File: src/rtl/change_dispenser_if.sv
// change_dispenser_if
//   Request/handshake bundle between the vending controller (master) and the
//   coin-return block (slave).
//   master -> slave : start, credit, price (nickel units), coin_ack, refill
//   slave -> master : busy, dime_out, nickel_out, done, error,
//                     dimes_left, nickels_left
interface change_dispenser_if #(
  parameter int W     = 8,
  parameter int INV_W = 8
) ();
  logic             start;
  logic [W-1:0]     credit;
  logic [W-1:0]     price;
  logic             coin_ack;
  logic             refill;
  logic             busy;
  logic             dime_out;
  logic             nickel_out;
  logic             done;
  logic             error;
  logic [INV_W-1:0] dimes_left;
  logic [INV_W-1:0] nickels_left;

  modport master (
    output start, credit, price, coin_ack, refill,
    input  busy, dime_out, nickel_out, done, error, dimes_left, nickels_left
  );

  modport slave (
    input  start, credit, price, coin_ack, refill,
    output busy, dime_out, nickel_out, done, error, dimes_left, nickels_left
  );
endinterface

File: src/rtl/change_dispenser.sv
// change_dispenser
//   Coin-return block. On start, computes change = credit - price (nickel
//   units), checks it against the dime/nickel inventory, then releases coins
//   one per coin_ack, dimes first. Infeasible requests give a one-cycle
//   error pulse and leave the inventory untouched.
// Ports:
//   clk    - rising-edge clock
//   reset  - synchronous, active-high; returns to IDLE and restores inventory
//   bus    - change_dispenser_if.slave: start/credit/price/coin_ack/refill in,
//            busy/dime_out/nickel_out/done/error/dimes_left/nickels_left out
module change_dispenser #(
  parameter int W           = 8,
  parameter int INV_W       = 8,
  parameter int DIME_INIT   = 20,
  parameter int NICKEL_INIT = 20
) (
  input  logic                clk,
  input  logic                reset,
  change_dispenser_if.slave   bus
);

  // Common width so change and inventory values compare without truncation.
  localparam int CW = (W > INV_W) ? W : INV_W;

  typedef enum logic [2:0] {
    S_IDLE, S_CALC, S_DISP_D, S_DISP_N, S_DONE, S_ERR
  } state_t;

  state_t           state_q, state_d;
  logic [W-1:0]     credit_q, credit_d;
  logic [W-1:0]     price_q, price_d;
  logic [INV_W-1:0] rem_d_q, rem_d_d;
  logic [INV_W-1:0] rem_n_q, rem_n_d;
  logic [INV_W-1:0] dimes_q, dimes_d;
  logic [INV_W-1:0] nickels_q, nickels_d;

  logic [W-1:0]     chg;
  logic [CW-1:0]    chg_w;
  logic [CW-1:0]    nd_w;
  logic [CW-1:0]    nn_w;

  function automatic logic [CW-1:0] min_cw(input logic [CW-1:0] a,
                                           input logic [CW-1:0] b);
    return (a < b) ? a : b;
  endfunction

  // Change split: as many dimes as the inventory allows, remainder in nickels.
  // nd <= chg/2, so 2*nd never exceeds chg and nn cannot wrap.
  always_comb begin
    chg   = credit_q - price_q;
    chg_w = CW'(chg);
    nd_w  = min_cw(chg_w >> 1, CW'(dimes_q));
    nn_w  = chg_w - (nd_w << 1);
  end

  always_comb begin
    state_d   = state_q;
    credit_d  = credit_q;
    price_d   = price_q;
    rem_d_d   = rem_d_q;
    rem_n_d   = rem_n_q;
    dimes_d   = dimes_q;
    nickels_d = nickels_q;
    case (state_q)
      S_IDLE: begin
        if (bus.start) begin
          credit_d = bus.credit;
          price_d  = bus.price;
          state_d  = S_CALC;
        end else if (bus.refill) begin
          dimes_d   = INV_W'(DIME_INIT);
          nickels_d = INV_W'(NICKEL_INIT);
        end
      end
      S_CALC: begin
        if (credit_q < price_q) begin
          state_d = S_ERR;
        end else if (nn_w > CW'(nickels_q)) begin
          state_d = S_ERR;
        end else if (chg == '0) begin
          state_d = S_DONE;
        end else begin
          // Both counts fit INV_W: nd <= dimes_left and nn <= nickels_left.
          rem_d_d = nd_w[INV_W-1:0];
          rem_n_d = nn_w[INV_W-1:0];
          state_d = (nd_w != '0) ? S_DISP_D : S_DISP_N;
        end
      end
      S_DISP_D: begin
        if (bus.coin_ack) begin
          rem_d_d = rem_d_q - INV_W'(1);
          dimes_d = dimes_q - INV_W'(1);
          if (rem_d_q == INV_W'(1)) begin
            state_d = (rem_n_q != '0) ? S_DISP_N : S_DONE;
          end
        end
      end
      S_DISP_N: begin
        if (bus.coin_ack) begin
          rem_n_d   = rem_n_q - INV_W'(1);
          nickels_d = nickels_q - INV_W'(1);
          if (rem_n_q == INV_W'(1)) begin
            state_d = S_DONE;
          end
        end
      end
      S_DONE:  state_d = S_IDLE;
      S_ERR:   state_d = S_IDLE;
      default: state_d = S_IDLE;
    endcase
  end

  always_ff @(posedge clk) begin
    if (reset) begin
      state_q   <= S_IDLE;
      rem_d_q   <= '0;
      rem_n_q   <= '0;
      dimes_q   <= INV_W'(DIME_INIT);
      nickels_q <= INV_W'(NICKEL_INIT);
    end else begin
      state_q   <= state_d;
      rem_d_q   <= rem_d_d;
      rem_n_q   <= rem_n_d;
      dimes_q   <= dimes_d;
      nickels_q <= nickels_d;
    end
  end

  // Request operands are only meaningful after a start, so no reset needed.
  always_ff @(posedge clk) begin
    credit_q <= credit_d;
    price_q  <= price_d;
  end

  assign bus.busy         = (state_q != S_IDLE);
  assign bus.dime_out     = (state_q == S_DISP_D);
  assign bus.nickel_out   = (state_q == S_DISP_N);
  assign bus.done         = (state_q == S_DONE);
  assign bus.error        = (state_q == S_ERR);
  assign bus.dimes_left   = dimes_q;
  assign bus.nickels_left = nickels_q;

endmodule
File: src/flat_wrapper.sv
// flat-port wrapper written by rule: the top's interface ports become plain ports
module change_dispenser_flat 
#(
  parameter int W           = 8,
  parameter int INV_W       = 8,
  parameter int DIME_INIT   = 20,
  parameter int NICKEL_INIT = 20
)
  (clk, reset, bus_start, bus_credit, bus_price, bus_coin_ack, bus_refill, bus_busy, bus_dime_out, bus_nickel_out, bus_done, bus_error, bus_dimes_left, bus_nickels_left);
  change_dispenser_if #(.W(W), .INV_W(INV_W)) bus_i ();
  input  logic clk;
  input  logic reset;
  input wire logic [$bits(bus_i.start)-1:0] bus_start;
  input wire logic [$bits(bus_i.credit)-1:0] bus_credit;
  input wire logic [$bits(bus_i.price)-1:0] bus_price;
  input wire logic [$bits(bus_i.coin_ack)-1:0] bus_coin_ack;
  input wire logic [$bits(bus_i.refill)-1:0] bus_refill;
  output wire logic [$bits(bus_i.busy)-1:0] bus_busy;
  output wire logic [$bits(bus_i.dime_out)-1:0] bus_dime_out;
  output wire logic [$bits(bus_i.nickel_out)-1:0] bus_nickel_out;
  output wire logic [$bits(bus_i.done)-1:0] bus_done;
  output wire logic [$bits(bus_i.error)-1:0] bus_error;
  output wire logic [$bits(bus_i.dimes_left)-1:0] bus_dimes_left;
  output wire logic [$bits(bus_i.nickels_left)-1:0] bus_nickels_left;
  assign bus_i.start = bus_start;
  assign bus_i.credit = bus_credit;
  assign bus_i.price = bus_price;
  assign bus_i.coin_ack = bus_coin_ack;
  assign bus_i.refill = bus_refill;
  assign bus_busy = bus_i.busy;
  assign bus_dime_out = bus_i.dime_out;
  assign bus_nickel_out = bus_i.nickel_out;
  assign bus_done = bus_i.done;
  assign bus_error = bus_i.error;
  assign bus_dimes_left = bus_i.dimes_left;
  assign bus_nickels_left = bus_i.nickels_left;
  change_dispenser #(.W(W), .INV_W(INV_W), .DIME_INIT(DIME_INIT), .NICKEL_INIT(NICKEL_INIT)) u_core (.clk(clk), .reset(reset), .bus(bus_i));
endmodule
File: config.mk
export PLATFORM = sky130hd
export DESIGN_NAME = change_dispenser_flat
export DESIGN_NICKNAME = d
export VERILOG_FILES = /design/src/rtl/change_dispenser_if.sv /design/src/rtl/change_dispenser.sv /design/src/flat_wrapper.sv
export SDC_FILE = /design/constraint.sdc
export NUM_CORES = 1
export LEC_CHECK = 0
export ABC_AREA = 0
export ABC_CLOCK_PERIOD_IN_PS = 12400
export CORE_MARGIN = 5
export CORE_UTILIZATION = 55
export DETAILED_ROUTE_END_ITERATION = 7
export PLACE_DENSITY = 0.78
export RECOVER_POWER = 25
export SYNTH_ARGS = -nofsm -noshare
export SYNTH_HDL_FRONTEND = slang
export SYNTH_SLANG_ARGS = --single-unit
File: constraint.sdc
create_clock -name clk -period 12.4 [get_ports clk]
set_clock_uncertainty 0.2 [all_clocks]
set_input_delay 1.86 -clock clk [delete_from_list [all_inputs] [get_ports clk]]
set_output_delay 1.86 -clock clk [all_outputs]
set_load 0.005 [all_outputs]
# Word-level counts from Yosys, hierarchy flattened
# Cells that the tools add are included.
# Widths: inputs -> output; s select.
dict set report op_classes {
  add_sub_neg 6
  magnitude_cmp 3
  eq_ne 17
  muxes 28
  reduce_logical 15
}
# operator n
set ops {}
lappend ops {{$mux 8} 13}
lappend ops {{$pmux 8 s2} 4}
lappend ops {{$sub 8x1->8 const B} 4}
lappend ops {{$mux 3} 9}
lappend ops {{$eq 8x1->1 const B} 2}
lappend ops {{$ne 2x2->1 const B} 8}
lappend ops {{$reduce_bool 8->1} 2}
lappend ops {{$sub 8x8->8} 2}
lappend ops {{$reduce_and 5->1} 3}
lappend ops {{$pmux 3 s4} 1}
lappend ops {{$gt 8x8->1} 1}
lappend ops {{$logic_not 8->1} 1}
lappend ops {{$lt 7x8->1} 1}
lappend ops {{$lt 8x8->1} 1}
lappend ops {{$reduce_and 4->1} 2}
lappend ops {{$reduce_bool 2->1} 4}
lappend ops {{$eq 3x2->1 const B} 2}
lappend ops {{$eq 3x3->1 const B} 2}
lappend ops {{$ne 2x1->1 const B} 2}
lappend ops {{$eq 3x1->1 const B} 1}
lappend ops {{$logic_not 3->1} 1}
lappend ops {{$reduce_bool 3->1} 1}
lappend ops {{$reduce_and 2->1} 1}
lappend ops {{$mux 1} 1}
dict set report word_totals {
  regBits 51
  input_bits 21
}

# Depth between registers and ports, before layout
# Gate-level depths: netlist (run 1).
dict set report depth {
  word_depth 9
  ltp_mapped 34
  mapped_depth_nobuf 33
}

# Worst setup path after synthesis (run 1)
# OpenSTA, ideal clock, no wires.
dict set report synth_path {
  kind {register to register}
  start {register u_core.price_q[0]}
  end {register u_core.rem_d_q[7]}
  setup_ns 0.059
  t_arrival_ns 6.409
  path_slack_ns 5.732
  path_stages_with_launch 33
  period_less_slack_ns 6.668
  path_cell_list {edfxtp_1 > ha_1 > fa_1 > and2b_4 > o211ai_2 > mux2i_1 > and2_1 > inv_1 > ha_1 > nand4b_1 > or2_1 > o211ai_2 > buf_6 > nand2_1 > o21ai_0 > ha_1 > inv_1 > ha_1 > inv_1 > o21ai_0 > o221ai_1 > o221ai_1 > a32oi_1 > o221ai_1 > xor2_1 > ha_1 > a21oi_1 > o2111a_1 > o211ai_1 > a311oi_4 > nor2_4 > or4b_1 > nand2_1}
}
dict set report synth_between {
  elab_chain_len 7
}
# item line
set synth_lines {}
lappend synth_lines {{start, declared} change_dispenser.sv:31} ;# logic [W-1:0] price_q, price_d;
lappend synth_lines {{start signal, assigned} change_dispenser.sv:132} ;# price_q <= price_d;
lappend synth_lines {{$sub 8x8->8} change_dispenser.sv:50} ;# chg = credit_q - price_q;
lappend synth_lines {{$lt 7x8->1} change_dispenser.sv:44} ;# return (a < b) ? a : b;
lappend synth_lines {{$mux 8} change_dispenser.sv:44}
lappend synth_lines {{$sub 8x8->8 or $mux 8 (tied branches)} {change_dispenser.sv:53, change_dispenser.sv:80}}
lappend synth_lines {{$gt 8x8->1 or $mux 8 (tied branches)} change_dispenser.sv:78} ;# end else if (nn_w > CW'(nickels_q)) begin
lappend synth_lines {{$ne 2x2->1 (no source line) or $mux 8 (tied branches)} n/a}
lappend synth_lines {{$reduce_and 5->1 (no source line) or $pmux 8 s2 (tied branches)} n/a}
lappend synth_lines {{end signal, assigned} change_dispenser.sv:122} ;# rem_d_q <= rem_d_d;
lappend synth_lines {{end, declared} change_dispenser.sv:32} ;# logic [INV_W-1:0] rem_d_q, rem_d_d;
# Parallel ways exist; a longest one is shown, timed or not. The select of a mux whose other input is x is not followed.
# A chain may end at the register's enable or synchronous reset.

# Final worst setup path (run 1)
# Same ends and word-level chain as after synthesis.

==> metrics.cfg, run 1 <==
[drt]
antenna_left=0
wl_met2_mm=4.30
drt-met1-wl_mm=4.03
drcViolationCount=0
vias=3441
route.detailed.wl_per_inst_um=15.3
highest_layer=met4
via_per_inst=5.82
drt_iter0_markers=192
routed_wl_mm=9.03
first_pass_iters=5
route.met3.wl_um=589

[clocking]
cts_resized=0
cts_tree=done
clk_latency_ps=300
hold_buffers=0
post_cts_buffers=0
htreeDepth=2
cts_root_buffer=clkbuf_8
cts_buffer_depth=2
numCtsBuffers=5
numClockSinks=51
clk_pin_slew_ps=90

[setup_path]
slowest_stage=o211ai_2
worst-path-buf-inv=3
endpoint_kind=flip-flop
worst_ep_arrival_time_ps=8020
path_class=reg -> reg
worstPathMaxFanout=28
critical_path_required_ps=12450
critPathMaxStageDelay_ps=820
crit_top_cell=ha_1
crit_path_start_kind=flip-flop
path_delay_family=compound AO/OA/AOI/OAI gates

[grt]
first_global_vias=3157
grt_pass1_wl_mm=15.0
grt_use_total_pct=21.3
antenna_found_initial=0
grt_overflow=0
grt_max_degree=29

[yosys]
synth_area_mm2=0.00383
muxShareOfSynthArea_pct=0.523
synth_edf_count=16
synthCells=461
ys.flop_type=dfxtp_1
yosysSeqAreaShare_pct=30.9
synth_top_family_by_area=compound AO/OA/AOI/OAI gates
avgSynthCellArea_um2=8.30
synthSimpleGateAreaFrac_pct=21.8
ys_ff_latch=51
yosysWarnings=0
syn-num-nets=515
synth_compound_area_share_pct=22.9
synthAdderAreaFrac_pct=11.0
synth_xor_area_share_pct=6.12
yosysUniqueCellTypes=76
synthArstFlopShare_pct=0

[sta]
fin_tns_setup_ps=0
finalSetupViolations=0
rsz0062_at_grt=no
max_freq_mhz=126
max-slew-margin-rel_pct=34.7
timing.final.crit_share_pct=64.2
min_period_ps=7970
worstMarginPinSlew_ps=977
worst_hold_slack_ps=286
finalHoldViolCount=0
drv_slew=0

[layout]
synthToLayoutAreaGrowth_pct=14.1
multi_input_area_mm2=0.00239
final_nets=548
fin_cells=591
nFillCells=613
register_area_mm2=0.00118
drive_gt1_share_pct=6.06
antenna_cells=0
utilization_pct=64.2

[pwr]
cellPowerDensity_mw_per_mm2=301
power.leakage_nw=1.69
peakVddDrop_mv=0.126
p_total_mw=1.32

[min_path]
worstHoldPathType=reg -> reg

[floorplan]
dieArea_mm2=0.00872
initial_utilization_pct=56.3
io_pins=42
row_count=30
dieWidth_um=93.4
chipHeight_um=93.4
coreArea_mm2=0.00679

[status]
outcome=complete, no violations

[placed_design]
place.port_buffers=41
gp_congestion=0.902
dp_hpwl_mm=7.16
placed_cells=583

[job]
drv_cap=0

## area by class of cell
| cell class | count | area share [%] |
|---|---|---|
| clock buffer | 6 | 1.66 |
| clock inverter | 2 | 0.172 |
| inverter | 49 | 4.27 |
| multi-input combinational | 346 | 54.7 |
| sequential | 51 | 27.1 |
| tap | 96 | 2.75 |
| timing repair buffer | 41 | 9.40 |
## flip-flops by register name, indices dropped and copies added (netlist names)
name,flops
u_core.bus.dimes_left,8
u_core.bus.nickels_left,8
u_core.credit_q,8
u_core.price_q,8
u_core.rem_d_q,8
u_core.rem_n_q,8
u_core.state_q,3
## tightest hold or removal path: stages (launching register included)
cell	delay, ps
dfxtp_1	330
o211ai_1	80
nand2_1	50
## worst paths after layout
path	startpoint	end	slack, ps	cells after the start
worst max-delay path	u_core.price_q[0]	u_core.rem_d_q[7]	4430	29
worst min-delay path	u_core.rem_d_q[7]	u_core.rem_d_q[7]	290	2
worst max register to register	u_core.price_q[0]	u_core.rem_d_q[7]	4430	29
worst min register to register	u_core.rem_d_q[7]	u_core.rem_d_q[7]	290	2
## where the power goes
group / internal, mW / switching, mW
Clock: 0.0386 / 0.0530
Combinational: 0.394 / 0.573
Sequential: 0.217 / 0.0400
## synth_stat cells, types with 5 or more instances
master    number  area [um2]
a211oi_1       6        45.0
a21o_1         6        45.0
a21oi_1       38         190
clkbuf_1      12        45.0
dfxtp_1       35         701
edfxtp_1      16         480
ha_1          32         400
inv_1         46         173
nand2_1       41         154
nand2b_1       6        37.5
nand3_1       19        95.1
nor2_1        47         176
nor3_1        14        70.1
nor4_1         5        31.3
o211ai_1       8        60.1
o21ai_0       13        65.1
o21ai_1        7        35.0
o221ai_1       5        43.8
xnor2_1       18         158
## cells by family (layout without fill, tap and decap cells)
logic type	count (synthesis)	in the layout
fa+ha+maj	33	33
simple gates	167	167
compound gates	121	121
buf+inv	64	98
flops	51	51
xor+xnor	23	23
mux	2	2
## per-layer routing
layer | global-route usage, % | vias up
li1 | - | 1715
met1 | 29.1 | 1599
met2 | 35.2 | 113
met3 | 3.22 | 14
met4 | 5.49 | 0
met5 | 0 | -
## through the flow
stage / cell area [um2] / setup WS, ps
final: 4360 / 4430
after global routing: 4360 / 3780
after CTS: 4360 / 4500
after detailed placement: 4280 / 4550
after global placement: 4280 / 4890
after floorplan: 3830 / 5730
## layout by cell type (no fill, tap or decap), types with 7 or more instances in the layout
cell             synthesis  layout
o211ai_1                 8       8
nor3_1                  14      14
ha_1                    32      32
nor2_1                  47      47
dfxtp_1                 35      35
nand3_1                 19      19
inv_1                   46      46
clkdlybuf4s50_1          0      19
nand2_1                 41      41
o21ai_0                 13      13
dlygate4sd3_1            0      22
a21oi_1                 38      38
xnor2_1                 18      18
o21ai_1                  7       7
edfxtp_1                16      16
Note: power is estimated with default switching activity, not from simulation.
==> run 2: changes to the inputs <==
Settings changed: ABC_CLOCK_PERIOD_IN_PS 12400 to 7940.
Clock period 12.4 ns to 7.94 ns, I/O delays scaled along.
==> run 2 against run 1 <==
Net effect: register-to-register slack got worse by 3900 ps; final cell count grew 0.68%; maximum frequency up 7.5%; critical path depth rose by 2; clock power grew 56%; largest power group unchanged; first-iteration DRC count is 8.9% higher; final area grew 0.89%; die area is the same; count of clock-buffer cells in the layout is the same.
==> metrics.cfg, run 2 (same netlist as run 1, synthesis figures left out) <==
[status]
outcome=complete, no violations

[setup_path]
setup.worst_path.start=u_core.price_q[0]
crit_path_start_kind=flip-flop
critPathMaxStageDelay_ps=440
crit_top_cell=ha_1
crit_end=u_core.rem_d_q[0]
rr_startpoint=u_core.price_q[0]
reg2reg_depth=31
critical_path_required_ps=7950
rrSetupSlack_ps=530
worst_ep_arrival_time_ps=7420
endpoint_kind=flip-flop
worstPathMaxFanout=17
path_class=reg -> reg
slowest_stage=a311o_2
reg2reg_to=u_core.rem_d_q[0]

[clocking]
numCtsBuffers=5
cts_buffer_depth=2
cts_tree=done
numClockSinks=51
clk_pin_slew_ps=90
clk_latency_ps=310
cts_root_buffer=clkbuf_8
htreeDepth=2

[sta]
max_freq_mhz=135
finalHoldViolCount=0
min_period_ps=7410
worstMarginPinSlew_ps=865
max-slew-margin-rel_pct=42.1
timing.final.crit_share_pct=93.3
finalSetupViolations=0
drv_slew=0
rsz0062_at_grt=no
fin_tns_setup_ps=0

[grt]
grt_pass1_wl_mm=15.3
grt_use_total_pct=21.8
antenna_found_initial=0
first_global_vias=3303
grt_overflow=0
grt_max_degree=24

[pwr]
power.leakage_nw=1.70
p_switching_mw=1.05
switching_share_pct=50.5
peakVddDrop_mv=0.218
p_clk_share_pct=6.9
power.internal_mw=1.03
p_seq_share_pct=19.2
combPwrFrac_pct=73.9
cellPowerDensity_mw_per_mm2=474
p_total_mw=2.09

[placed_design]
gp_congestion=0.888
dp_hpwl_mm=7.11
place.port_buffers=41

[drt]
route.detailed.wl_per_inst_um=15.3
vias=3453
drcViolationCount=0
first_pass_iters=5
drt_iter0_markers=209
via_per_inst=5.80
antenna_left=0
routed_wl_mm=9.09

[floorplan]
io_pins=42
dieWidth_um=93.4
dieArea_mm2=0.00872
chipHeight_um=93.4
initial_utilization_pct=56.3
row_count=30
coreArea_mm2=0.00679

[layout]
antenna_cells=0
layout_common_cells=nor2_1, inv_1, nand2_1
drive_gt1_share_pct=6.81
final_common_cell=nor2_1
nFillCells=610
final_nets=552
synthToLayoutAreaGrowth_pct=15.1

[min_path]
holdPathStages=2
worstHoldPathType=reg -> reg

[job]
drv_cap=0

[run 2: area by class of cell]
class	count	area (um2)	area share (%)
Multi-Input combinational cell	346	2390	54.4
Sequential cell	51	1180	26.8
Timing Repair Buffer	45	440	10.0
Inverter	49	186	4.23
Tap cell	96	120	2.73
Clock buffer	6	72.6	1.65
Clock inverter	2	7.51	0.171
[run 2: how the worst min path moves through the flow]
stage / from / to / slack [ps]
6_report: u_core.rem_d_q[5] / u_core.rem_d_q[5] / 280
5_1_grt: u_core.state_q[2] / u_core.state_q[0] / 310
4_1_cts: u_core.rem_d_q[5] / u_core.rem_d_q[5] / 290
3_5_place_dp: u_core.rem_d_q[5] / u_core.rem_d_q[5] / 280
3_3_place_gp: u_core.rem_d_q[7] / u_core.rem_d_q[7] / 260
2_1_floorplan: u_core.state_q[2] / u_core.state_q[0] / 250
[run 2: metrics by stage]
stage          worst slack [ps]  utilization [%]  std cells  hold WS (ps)  cell area, um2
2_1_floorplan              1270                -        461           248            3830
4_1_cts                     276             64.3        592           290            4370
5_1_grt                    6.04             64.8        595           312            4400
3_3_place_gp                612             63.2        584           260            4290
6_report                    531             64.8        595           285            4400
3_5_place_dp                322             63.2        584           278            4290
[run 2: metal layers]
| metal | vias to the layer above | track usage (%) | wire length (um) |
|---|---|---|---|
| met1 | 1614 | 28.3 | 4140 |
| met5 | - | 0 | 0 |
| met3 | 16 | 4.02 | 460 |
| li1 | 1730 | - | - |
| met4 | 0 | 6.84 | 148 |
| met2 | 93 | 36.4 | 4340 |
[run 2: power groups by stage]
stage / sequential, mW / combinational [mW] / clock, mW
after detailed placement: 0.405 / 1.51 / 0
after floorplan: 0.381 / 1.19 / 0
after global routing: 0.410 / 1.75 / 0.158
after global placement: 0.403 / 1.47 / 0
final: 0.401 / 1.54 / 0.143
after CTS: 0.400 / 1.52 / 0.147
[run 2: worst max-delay path, delay by kind of cell, from the launching register on]
| family | cells | cell delay, ps |
|---|---|---|
| buffers and inverters | 3 | 280 |
| XOR/XNOR | 1 | 220 |
| flip-flops | 1 | 380 |
| adder cells (fa/ha/maj) | 6 | 1700 |
| multiplexers | 1 | 210 |
| AO/OA/AOI/OAI | 14 | 2940 |
| AND/OR/NAND/NOR | 6 | 1370 |
[run 2: repair_timing]
action	4_1_cts	5_1_grt
hold buffers	0	0
buffers inserted	0	3
gates resized for setup	0	2
setup endpoints to repair	0	17
